File: src/rtl/ahb_resp_mux.sv
// AHB-Lite slave response multiplexer with a built-in default slave.
// Unmapped NONSEQ/SEQ transfers get a two-cycle ERROR response and are logged.
module ahb_resp_mux #(
    parameter int unsigned DW = 32,
    parameter int unsigned NS = 4
) (
    input  logic             HCLK,
    input  logic             HRESET,
    input  logic [31:0]      HADDR,
    input  logic [1:0]       HTRANS,
    input  logic [NS-1:0]    HSELx,
    input  logic             HERROR,
    input  logic [NS*DW-1:0] HRDATA_S,
    input  logic [NS-1:0]    HREADYOUT_S,
    input  logic [NS-1:0]    HRESP_S,
    output logic [DW-1:0]    HRDATA,
    output logic             HREADY,
    output logic             HRESP,
    input  logic             ERR_CLR,
    output logic [15:0]      ERR_CNT,
    output logic [31:0]      ERR_ADDR
);

    typedef enum logic [1:0] {
        DS_IDLE = 2'd0,
        DS_ERR1 = 2'd1,
        DS_ERR2 = 2'd2
    } ds_state_e;

    ds_state_e       state_q, state_d;
    logic [NS-1:0]   sel_dp_q, sel_dp_d;
    logic [15:0]     err_cnt_q, err_cnt_d;
    logic [31:0]     err_addr_q, err_addr_d;

    logic [NS-1:0]   sel_m1;
    logic            sel_onehot;
    logic            mapped;
    logic            active;
    logic            accept;
    logic            err_req;
    logic            err_entry;

    logic [DW-1:0]   slv_rdata;
    logic            slv_ready;
    logic            slv_resp;

    // Address-phase decode
    assign sel_m1     = HSELx - NS'(1);
    assign sel_onehot = (HSELx != '0) && ((HSELx & sel_m1) == '0);
    assign mapped     = !HERROR && sel_onehot;
    assign active     = HTRANS[1];
    assign accept     = HREADY;
    assign err_req    = active && !mapped;

    // Data-phase slave mux; sel_dp_q is only ever zero or one-hot
    always_comb begin
        slv_rdata = '0;
        slv_ready = 1'b1;
        slv_resp  = 1'b0;
        for (int unsigned i = 0; i < NS; i++) begin
            if (sel_dp_q[i]) begin
                slv_rdata = HRDATA_S[i*DW +: DW];
                slv_ready = HREADYOUT_S[i];
                slv_resp  = HRESP_S[i];
            end
        end
    end

    // State register
    always_ff @(posedge HCLK) begin
        if (HRESET) begin
            state_q    <= DS_IDLE;
            sel_dp_q   <= '0;
            err_cnt_q  <= '0;
            err_addr_q <= '0;
        end else begin
            state_q    <= state_d;
            sel_dp_q   <= sel_dp_d;
            err_cnt_q  <= err_cnt_d;
            err_addr_q <= err_addr_d;
        end
    end

    // Next-state logic
    always_comb begin
        state_d  = state_q;
        sel_dp_d = sel_dp_q;
        if (accept) begin
            sel_dp_d = (active && mapped) ? HSELx : '0;
        end
        unique case (state_q)
            DS_IDLE: if (accept && err_req) state_d = DS_ERR1;
            DS_ERR1: state_d = DS_ERR2;
            DS_ERR2: state_d = err_req ? DS_ERR1 : DS_IDLE;
            default: state_d = DS_IDLE;
        endcase
    end

    // Error log; a coincident clear beats the increment
    assign err_entry = (state_d == DS_ERR1) && (state_q != DS_ERR1);

    always_comb begin
        err_cnt_d  = err_cnt_q;
        err_addr_d = err_addr_q;
        if (ERR_CLR) begin
            err_cnt_d  = '0;
            err_addr_d = '0;
        end else if (err_entry) begin
            err_addr_d = HADDR;
            if (err_cnt_q != 16'hFFFF) begin
                err_cnt_d = err_cnt_q + 16'd1;
            end
        end
    end

    // Output logic
    always_comb begin
        HRDATA = '0;
        HREADY = 1'b1;
        HRESP  = 1'b0;
        unique case (state_q)
            DS_ERR1: begin
                HREADY = 1'b0;
                HRESP  = 1'b1;
            end
            DS_ERR2: begin
                HREADY = 1'b1;
                HRESP  = 1'b1;
            end
            default: begin
                HRDATA = slv_rdata;
                HREADY = slv_ready;
                HRESP  = slv_resp;
            end
        endcase
    end

    assign ERR_CNT  = err_cnt_q;
    assign ERR_ADDR = err_addr_q;

endmodule

File: config.mk
export PLATFORM = sky130hd
export DESIGN_NAME = ahb_resp_mux
export DESIGN_NICKNAME = d
export VERILOG_FILES = /design/src/rtl/ahb_resp_mux.sv
export SDC_FILE = /design/constraint.sdc
export NUM_CORES = 1
export LEC_CHECK = 0
export ABC_AREA = 1
export CORE_AREA = 2 2 99 101
export DETAILED_ROUTE_END_ITERATION = 8
export DIE_AREA = 0 0 101 103
export DONT_BUFFER_PORTS = 1
export PLACE_DENSITY = 0.59
export SYNTH_ARGS = -nofsm -noshare
export SYNTH_HDL_FRONTEND = slang
export SYNTH_SLANG_ARGS = --single-unit
File: constraint.sdc
create_clock -name HCLK -period 1.83 [get_ports HCLK]
set_input_delay 0.366 -clock HCLK [delete_from_list [all_inputs] [get_ports HCLK]]
set_output_delay 0.366 -clock HCLK [all_outputs]
set_load 0.005 [all_outputs]
==> results of run 1 <==
registers in the layout, summed over array words and instances (netlist names):
| name | flops |
|---|---|
| sel_dp_q | 4 |
| ERR_CNT | 16 |
| ERR_ADDR | 32 |
| state_q | 2 |
where the power goes:
part | leakage [nW] | internal (W) | switching, W
registers | 0.439 | 0.00136 | 0.000146
clock network | 0.0478 | 0.000313 | 0.000422
logic | 1.26 | 0.00245 | 0.00308
worst paths after layout:
kind	endpoint	slack [ns]	depth (start not counted)
worst min-delay path	state_q[1]	0.1	1
worst max register to register	ERR_ADDR[14]	-0.13	14
worst max-delay path	ERR_ADDR[14]	-0.13	14
worst min register to register	ERR_ADDR[7]	0.49	2
stage by stage:
step	setup TNS (ns)	total power (W)	std cells	util, %	hold WS (ns)
final	-5.58	0.00776	682	48.7	0.0972
after global routing	-12.76	0.00828	682	48.7	0.0812
after CTS	-5.90	0.00654	671	43.8	0.0822
after detailed placement	-0.0100	0.00516	653	40.2	0.442
after global placement	-0.227	0.00508	653	40.2	0.440
after floorplan	0	0.00419	548	-	0.437
cells by family after synthesis:
kind of cell             after synthesis  synth area share [%]
AND/OR/NAND/NOR                      206                  26.1
buffers and inverters                 85                  10.3
flip-flops                            54                  30.6
XOR/XNOR                               3                 0.744
AO/OA/AOI/OAI                        194                  30.1
adder cells (fa/ha/maj)                6                  2.13
cell usage after synthesis:
master	number	area [um^2]
ha_1	6	75.1
buf_2	3	15.0
nor2_8	1	20.0
or2_2	1	6.26
nand3_1	37	185
clkbuf_1	29	109
clkinv_1	1	3.75
a21oi_1	77	385
o211ai_1	1	7.51
buf_6	5	56.3
nand4_2	1	12.5
inv_1	44	165
o21bai_1	1	7.51
a221oi_1	1	8.76
nand2_1	109	409
a22oi_1	32	240
a21oi_2	1	8.76
nand3_2	1	10.0
dfxtp_1	54	1080
nand2_2	1	6.26
nand2_4	2	22.5
xor2_1	1	8.76
xnor2_1	2	17.5
nor2_1	30	113
buf_1	2	7.51
buf_4	1	7.51
nand4_1	17	106
nor3_1	6	30.0
o21ai_0	81	405
critical path, delay by kind of cell, from the launching register on:
kind | cells | cell delay (ns)
flip-flops | 1 | 0.36
buffers and inverters | 4 | 0.46
AND/OR/NAND/NOR | 7 | 0.47
adder cells (fa/ha/maj) | 1 | 0.25
AO/OA/AOI/OAI | 2 | 0.33
per-layer routing:
layer  track usage (%)  up-vias  routed length [um]
met5                 0        -                   0
met4              6.96        0                 326
met3              4.95       18                1110
met2              37.4      191                6760
met1              25.1     1781                4870
li1                  -     1926                   -
what timing repair did:
item                                    CTS  global route
pin swaps                                 5            48
endpoints found under the setup margin   70            83
gates cloned                              5             6
setup buffers                             5             7
resized for setup                        30           135
area by class of cell:
| type | instances | area [um^2] | area share [%] |
|---|---|---|---|
| Sequential cell | 54 | 1090 | 23.6 |
| Tap cell | 114 | 143 | 3.10 |
| Multi-Input combinational cell | 409 | 2420 | 52.5 |
| Clock buffer | 6 | 82.6 | 1.79 |
| Timing Repair Buffer | 52 | 684 | 14.9 |
| Inverter | 45 | 174 | 3.77 |
| Clock inverter | 2 | 16.3 | 0.353 |
==> out/results.txt, run 1 <==
run status: complete, but fails checks
violated checks: setup timing
synth unique cells: 29
Core Area: 9460 um^2
most common cell after layout, fill and taps aside: nand2_1
Die Y: 103 um
Routed wire per std cell: 19.2 um
drt via density: 5.74
fill cell total of the finished layout: 959
Syn Inst Count: 548
Synth Register Bits: 54
vias in the first global route: 3216
Hold Startpoint: HRESET
drt drc: 0
fin crit period: 1.96 ns
Crit path required time: 2.08 ns
final setup vio count: 70
Critical Path Start: state_q[0]
Worst-Skew Late Latency: 0.32 ns
Crit Path Max Fanout: 9
Worst EP arrival: 2.22 ns
CP cell instances: inv_2 -> ha_4 -> buf_6 -> nor2_4 -> nand2_2 -> nand2_4 -> nand2_1 -> nand2_1 -> nand2_2 -> a21oi_4 -> buf_12 -> buf_8 -> nand3_1 -> a21oi_1
number of detailed-route iterations in the first pass: 6
initial antenna violation count: 0
CP Capture Type: flop
slew margin rel.: 75.2%
first-pass GRT wire length: 17.0 mm
CTS H-Tree Depth: 2
DRT Wirelength: 13.1 mm
synth warn: 0
RSZ-0062 raised after global routing: true
mapped cell area: 3530 um^2
Reg-to-Reg Start: state_q[0]
Max Cap Viol: 0
clk sinks: 54
CTS Buf Count: 5
max-slew violation count: 0
synthesized area per cell: 6.44 um^2
Setup WS pre-CTS: -0.00383 ns
Die W: 101 um
synthesis-to-layout area growth: 30.5%
n_diodes: 0
final worst slack: -0.135 ns
vias: 3916
P_leak: 1.75 nW
crit share post-route: 107%
Ports: 260
final hold vios: 0
Layout Skew: 0.00546 ns
total gr overflow: 0
Total Routing Usage GR: 21.1%
Reg clk slew, reported paths: 0.10 ns
Max Clk Rate: 0.509 GHz
Initial Util: 37.3%
# rows: 36
Finished Cell Area: 4610 um^2
Seq/Total Area, Yosys: 30.6%
commonest cells after routing, fill and taps aside: 100 x nand2_1, 50 x dfxtp_1, 48 x a21oi_1, 43 x o21ai_1, 40 x inv_1
CTS tree: built
share of cells above drive strength 1: 27.1%
hold crit path type: in -> reg
Setup CP Type: reg -> reg
die area: 10400 um^2
hold_buf cts: 0
Routed Antenna Nets: 0
HPWL Detailed: 8.92 mm
Worst path slowest cell: dfxtp_2
Clock Tree Buf Depth: 2
Peak VDD IR: 783 uV
gp weighted congestion: 0.862
pwr dens: 1680 nW/um^2
clk root buf: clkbuf_8
syn nets: 732
largest net degree at the start of global routing: 66
Critical Path Start Type: flop
CP max stage delay: 0.36 ns
Placed Area: 3800 um^2
worst-margin pin slew: 0.369 ns
PortBufs: 0
Total Nets Final: 751
Iter 0 DRT Violations: 129
(Power assumes the default switching activity.)
==> inputs of run 2 (changes only) <==
CORE_AREA = 2 2 100 102   (was 2 2 99 101)
DIE_AREA = 0 0 102 104   (was 0 0 101 103)
PLACE_DENSITY = 0.58   (was 0.59)
==> out/results.txt, run 2 (synthesis results as in run 1) <==
Routed Antenna Nets: 0 (unchanged)
vias in the first global route: 3536 (+10%)
worst-margin pin slew: 0.455 ns (+0.0861 ns)
Reg clk slew, reported paths: 0.11 ns (about the same)
final hold vios: 0 (unchanged)
Crit Path Max Fanout: 7 (-2)
Hold Startpoint: HRESET
Critical Path Start Type: flop
Critical Path Start: state_q[1]
Die Y: 104 um (+0.97%)
Layout Skew: 0.00910 ns (+0.00364 ns)
Initial Util: 37.0% (-0.35 points)
Die W: 102 um (+0.99%)
Peak VDD IR: 687 uV (-12%)
slew margin rel.: 69.7% (-5.5 points)
multi-input combinational cell area: 2410 um^2 (-0.21%)
PortBufs: 0 (unchanged)
Worst EP arrival: 1.61 ns (-0.61 ns)
Total Nets Final: 760 (+1.2%)
violated checks: setup timing
# rows: 36 (unchanged)
register area: 1090 um^2 (+0.35%)
Cells after DPL: 677 (+3.7%)
CP max stage delay: 0.35 ns (about the same)
CP Capture Type: primary output
fin crit period: 1.98 ns (+0.0143 ns)
RSZ-0062 raised after global routing: true
initial antenna violation count: 1 (+1)
synthesis-to-layout area growth: 34.4%
Crit path required time: 1.46 ns (-0.62 ns)
Worst-Skew Late Latency: 0.32 ns (about the same)
largest net degree at the start of global routing: 66 (unchanged)
Util after Layout: 49.7% (+0.98 points)
hold crit path type: in -> reg
CTS tree: built
total gr overflow: 0 (unchanged)
first-pass GRT wire length: 18.9 mm (+11%)
Finished Cell Area: 4750 um^2 (+3.0%)
Largest register FFs: 32 (unchanged)
crit share post-route: 108% (+0.78 points)
commonest cells after routing, fill and taps aside: 103 x nand2_1, 63 x a21oi_1, 49 x dfxtp_1, 49 x o21ai_0, 38 x inv_1
number of detailed-route iterations in the first pass: 5 (-1)
Ports: 260 (unchanged)
max-slew violation count: 0 (unchanged)
drt drc: 0 (unchanged)
Total Routing Usage GR: 22.6% (+1.5 points)
Setup WS pre-CTS: -0.0696 ns (-0.0658 ns)
Clock Tree Buf Depth: 2 (unchanged)
most common cell after layout, fill and taps aside: nand2_1
P_leak: 1.83 nW (+4.6%)
Max Cap Viol: 0 (unchanged)
CTS H-Tree Depth: 2 (unchanged)
crit path buf inv count: 4 (unchanged)
clk sinks: 54 (unchanged)
n_diodes: 0 (unchanged)
Setup CP Type: reg -> out
DRT Wirelength: 13.4 mm (+2.6%)
pwr dens: 1770 nW/um^2 (+5.0%)
vias: 4021 (+2.7%)
Max Clk Rate: 0.505 GHz (-0.72%)
clk root buf: clkbuf_8
Worst path slowest cell: dfxtp_2
drt via density: 5.66 (-1.4%)
Core Area: 9550 um^2 (+0.95%)
final worst slack: -0.149 ns (-0.0143 ns)
die area: 10600 um^2 (+2.0%)
fill cell total of the finished layout: 973 (+1.5%)
Routed wire per std cell: 18.9 um (-1.4%)
CTS Buf Count: 5 (unchanged)
Placed Area: 3880 um^2 (+2.1%)
Iter 0 DRT Violations: 221 (+71%)
HPWL Detailed: 9.19 mm (+3.1%)
run status: complete, but fails checks
cell family with most CP delay: buffers and inverters
share of cells above drive strength 1: 25.3% (-1.8 points)
Reg-to-Reg Start: state_q[1]
final setup vio count: 53 (-24%)
gp weighted congestion: 0.879 (+2.0%)
hold slack final: 0.0776 ns (-0.0196 ns)
CP cell instances: inv_2 -> ha_4 -> inv_6 -> buf_12 -> buf_4 -> o21ai_0 -> a21oi_1
Finished Layout Cells: 710 (+4.1%)
[run 2: final cells by class]
type,instances,share of cell area [%]
Tap cell,133,3.51
Multi-Input combinational cell,409,50.9
Sequential cell,54,23.0
Clock buffer,6,1.74
Timing Repair Buffer,61,16.7
Inverter,45,3.77
Clock inverter,2,0.343
[run 2: metrics by stage]
step | power [W] | TNS, ns
floorplan | 0.00419 | 0
global placement | 0.00526 | -1.16
detailed placement | 0.00535 | -1.80
CTS | 0.00728 | -4.80
global route | 0.00891 | -10.92
finish | 0.00839 | -3.54
[run 2: power breakdown]
| group | leakage (nW) | switching, W | internal [W] |
|---|---|---|---|
| clock | 0.0478 | 0.000436 | 0.000313 |
| sequential | 0.440 | 0.000156 | 0.00136 |
| combinational | 1.34 | 0.00325 | 0.00287 |
| total | 1.83 | 0.00385 | 0.00454 |
[run 2: worst paths after layout]
check | endpoint | slack [ns] | depth (start not counted)
min | state_q[0] | 0.08 | 1
min reg2reg | ERR_ADDR[1] | 0.49 | 2
max | HRDATA[19] | -0.15 | 7
max reg2reg | ERR_ADDR[19] | -0.09 | 14
[run 2: timing repair]
| item | in CTS | in global routing |
|---|---|---|
| hold endpoints to repair | 0 | 0 |
| cloned | 6 | 5 |
| setup buffers | 11 | 6 |
| pin swaps | 15 | 38 |
| endpoints found under the setup margin | 72 | 83 |
| resized for setup | 51 | 88 |
| hold buffers | 0 | 0 |
[run 2: layer usage]
layer	GRT usage, %	share of wire (%)
met1	25.8	38
met2	40.5	51
met3	6.32	8.3
met4	6.29	2.2
met5	0	0.052
[run 2: worst register-to-register path: cells and delay by family, from the launching register on]
family	cells	cell delay, ns
fa+ha+maj	1	0.27
simple gates	7	0.50
flops	1	0.35
buf+inv	4	0.45
compound gates	2	0.31
==> inputs of run 3 (changes only) <==
CORE_AREA = default   (was 2 2 100 102)
CORE_MARGIN = 1.5   (was default)
CORE_UTILIZATION = 35   (was default)
DIE_AREA = default   (was 0 0 102 104)
PLACE_DENSITY = 0.56   (was 0.58)
==> out/results.txt, run 3 (synthesis results as in run 1) <==
run status: complete, but fails checks
violated checks: setup timing
worst-margin pin slew: 0.472 ns (+0.0171 ns)
Comb power frac: 73.0% (about the same)
Total Routing Usage GR: 19.5% (-3.1 points)
Setup CP Type: reg -> reg
sequential power share: 18.3% (+0.2 points)
multi-input combinational cell area: 2530 um^2 (+4.6%)
Reg-to-Reg Start: state_q[0]
Routed Antenna Nets: 0 (unchanged)
P_leak: 1.77 nW (-3.0%)
max-slew violation count: 0 (unchanged)
Worst EP arrival: 2.12 ns (+0.51 ns)
Setup TNS: -0.570 ns (+2.97 ns)
cell family with most CP delay: simple AND/OR/NAND/NOR gates
share of cells above drive strength 1: 29.1% (+3.8 points)
Peak VDD IR: 903 uV (+31%)
Total Nets Final: 750 (-1.3%)
NetSw: 0.00392 W (+2.0%)
Placed Area: 3840 um^2 (-1.0%)
clk root buf: clkbuf_8
die area: 10700 um^2 (+0.87%)
first-pass GRT wire length: 16.1 mm (-15%)
final worst slack: -0.0452 ns (+0.104 ns)
Routed wire per std cell: 19.0 um (+0.68%)
Max Clk Rate: 0.533 GHz (+5.5%)
Layout Skew: 0.0104 ns (+0.00132 ns)
Core Area: 9770 um^2 (+2.4%)
synthesis-to-layout area growth: 34.6%
Critical Path Start Type: flop
Reg clk slew, reported paths: 0.11 ns (about the same)
WP depth: 13 (+6)
Worst path slowest cell: dfxtp_2
final setup vio count: 34 (-36%)
CP Capture Type: flop
Finished Layout Cells: 701 (-1.3%)
Critical Path Start: state_q[0]
Worst-Skew Late Latency: 0.32 ns (about the same)
Sw Share: 47.8% (+1.9 points)
Crit Path Max Fanout: 7 (unchanged)
drt drc: 0 (unchanged)
register area: 1090 um^2 (-0.34%)
Largest register FFs: 32 (unchanged)
RSZ-0062 raised after global routing: true
most used cell, CP: nand2_2
Die Y: 103 um (-0.54%)
largest net degree at the start of global routing: 66 (unchanged)
hold slack final: 0.0910 ns (+0.0134 ns)
CP cell instances: inv_2 -> ha_4 -> nor2_4 -> nand2_2 -> nand2_4 -> nand2_2 -> nand2_2 -> nand2_4 -> a21oi_4 -> buf_12 -> clkbuf_16 -> nand4_1 -> a21oi_1
Int Power: 0.00428 W (-5.6%)
vias in the first global route: 3132 (-11%)
Max Cap Viol: 0 (unchanged)
HPWL Detailed: 8.52 mm (-7.3%)
Overall Power: 0.00821 W (-2.1%)
number of detailed-route iterations in the first pass: 5 (unchanged)
Initial Util: 36.1% (-0.85 points)
slew margin rel.: 68.5% (-1.1 points)
CTS Buf Count: 5 (unchanged)
fin crit period: 1.88 ns (-0.104 ns)
CTS tree: built
final hold vios: 0 (unchanged)
Crit path required time: 2.08 ns (+0.62 ns)
Ports: 260 (unchanged)
hold crit path type: in -> reg
PortBufs: 0 (unchanged)
most common cell after layout, fill and taps aside: nand2_1
Finished Cell Area: 4750 um^2 (+0.13%)
CP max stage delay: 0.35 ns (about the same)
# rows: 36 (unchanged)
hold path cells: 1 (unchanged)
crit share post-route: 102% (-5.7 points)
Hold Startpoint: HRESET
Cells after DPL: 674 (-0.44%)
Iter 0 DRT Violations: 177 (-20%)
fill cell total of the finished layout: 958 (-1.5%)
pwr dens: 1730 nW/um^2 (-2.3%)
DRT Wirelength: 13.3 mm (-0.60%)
total gr overflow: 0 (unchanged)
Die W: 103 um (+1.4%)
gp weighted congestion: 0.841 (-4.3%)
CTS H-Tree Depth: 2 (unchanged)
drt via density: 5.69 (+0.45%)
vias: 3988 (-0.82%)
R2R depth: 13 (-1)
clk sinks: 54 (unchanged)
crit path buf inv count: 3 (-1)
clock share of power: 8.7% (-0.2 points)
Clock Tree Buf Depth: 2 (unchanged)
commonest cells after routing, fill and taps aside: 96 x nand2_1, 50 x dfxtp_1, 45 x a21oi_1, 39 x inv_1, 38 x o21ai_1
initial antenna violation count: 0 (-1)
==> run 3: worst register-to-register path, delay by kind of cell (launching register included) <==
kind,cells,cell delay (ns)
and+or+nand+nor,7,0.49
buffers and inverters,3,0.37
DFF,1,0.35
AOI/OAI and AO/OA,2,0.31
adders and majority gates,1,0.27
==> run 3: per-stage QoR <==
stage,util (%),setup slack [ns]
2_1_floorplan,-,0.000476
3_3_place_gp,39.3,-0.0342
3_5_place_dp,39.3,-0.0670
4_1_cts,42.6,-0.0937
5_1_grt,48.6,-0.138
6_report,48.6,-0.0452
==> run 3: per-layer routing <==
| layer | GRT usage, % | up-vias | wire length, um |
|---|---|---|---|
| met4 | 6.34 | 0 | 277 |
| li1 | - | 1927 | - |
| met1 | 23.9 | 1832 | 5110 |
| met2 | 33.5 | 210 | 6900 |
| met3 | 4.64 | 19 | 1050 |
| met5 | 0 | - | 0 |
==> run 3: repair_timing <==
| item | in CTS | in global routing |
|---|---|---|
| endpoints found under the setup margin | 68 | 82 |
| gates cloned | 4 | 10 |
| buffers inserted | 4 | 4 |
| hold buffers | 0 | 0 |
| pin swaps | 10 | 42 |
| gates resized for setup | 46 | 136 |
==> run 3: cell type report <==
| class | instances | area share [%] |
|---|---|---|
| Clock inverter | 3 | 0.527 |
| Multi-Input combinational cell | 409 | 53.2 |
| Inverter | 45 | 3.71 |
| Clock buffer | 5 | 1.45 |
| Timing Repair Buffer | 51 | 14.7 |
| Antenna cell | 1 | 0.0527 |
| Tap cell | 133 | 3.50 |
| Sequential cell | 54 | 22.9 |
==> run 3: path summary, 6_finish.rpt <==
check                                    to  slack [ns]
worst max-delay path            ERR_CNT[15]       -0.05
worst min register to register  ERR_ADDR[2]        0.48
worst max register to register  ERR_CNT[15]       -0.05
worst min-delay path             state_q[0]        0.09
==> run 3: power by group through the flow <==
stage | sequential [W] | combinational (W) | clock (W)
2_1_floorplan | 0.00148 | 0.00271 | 0
3_3_place_gp | 0.00151 | 0.00358 | 0
3_5_place_dp | 0.00151 | 0.00365 | 0
4_1_cts | 0.00150 | 0.00428 | 0.000730
5_1_grt | 0.00152 | 0.00646 | 0.000783
6_report | 0.00150 | 0.00599 | 0.000713
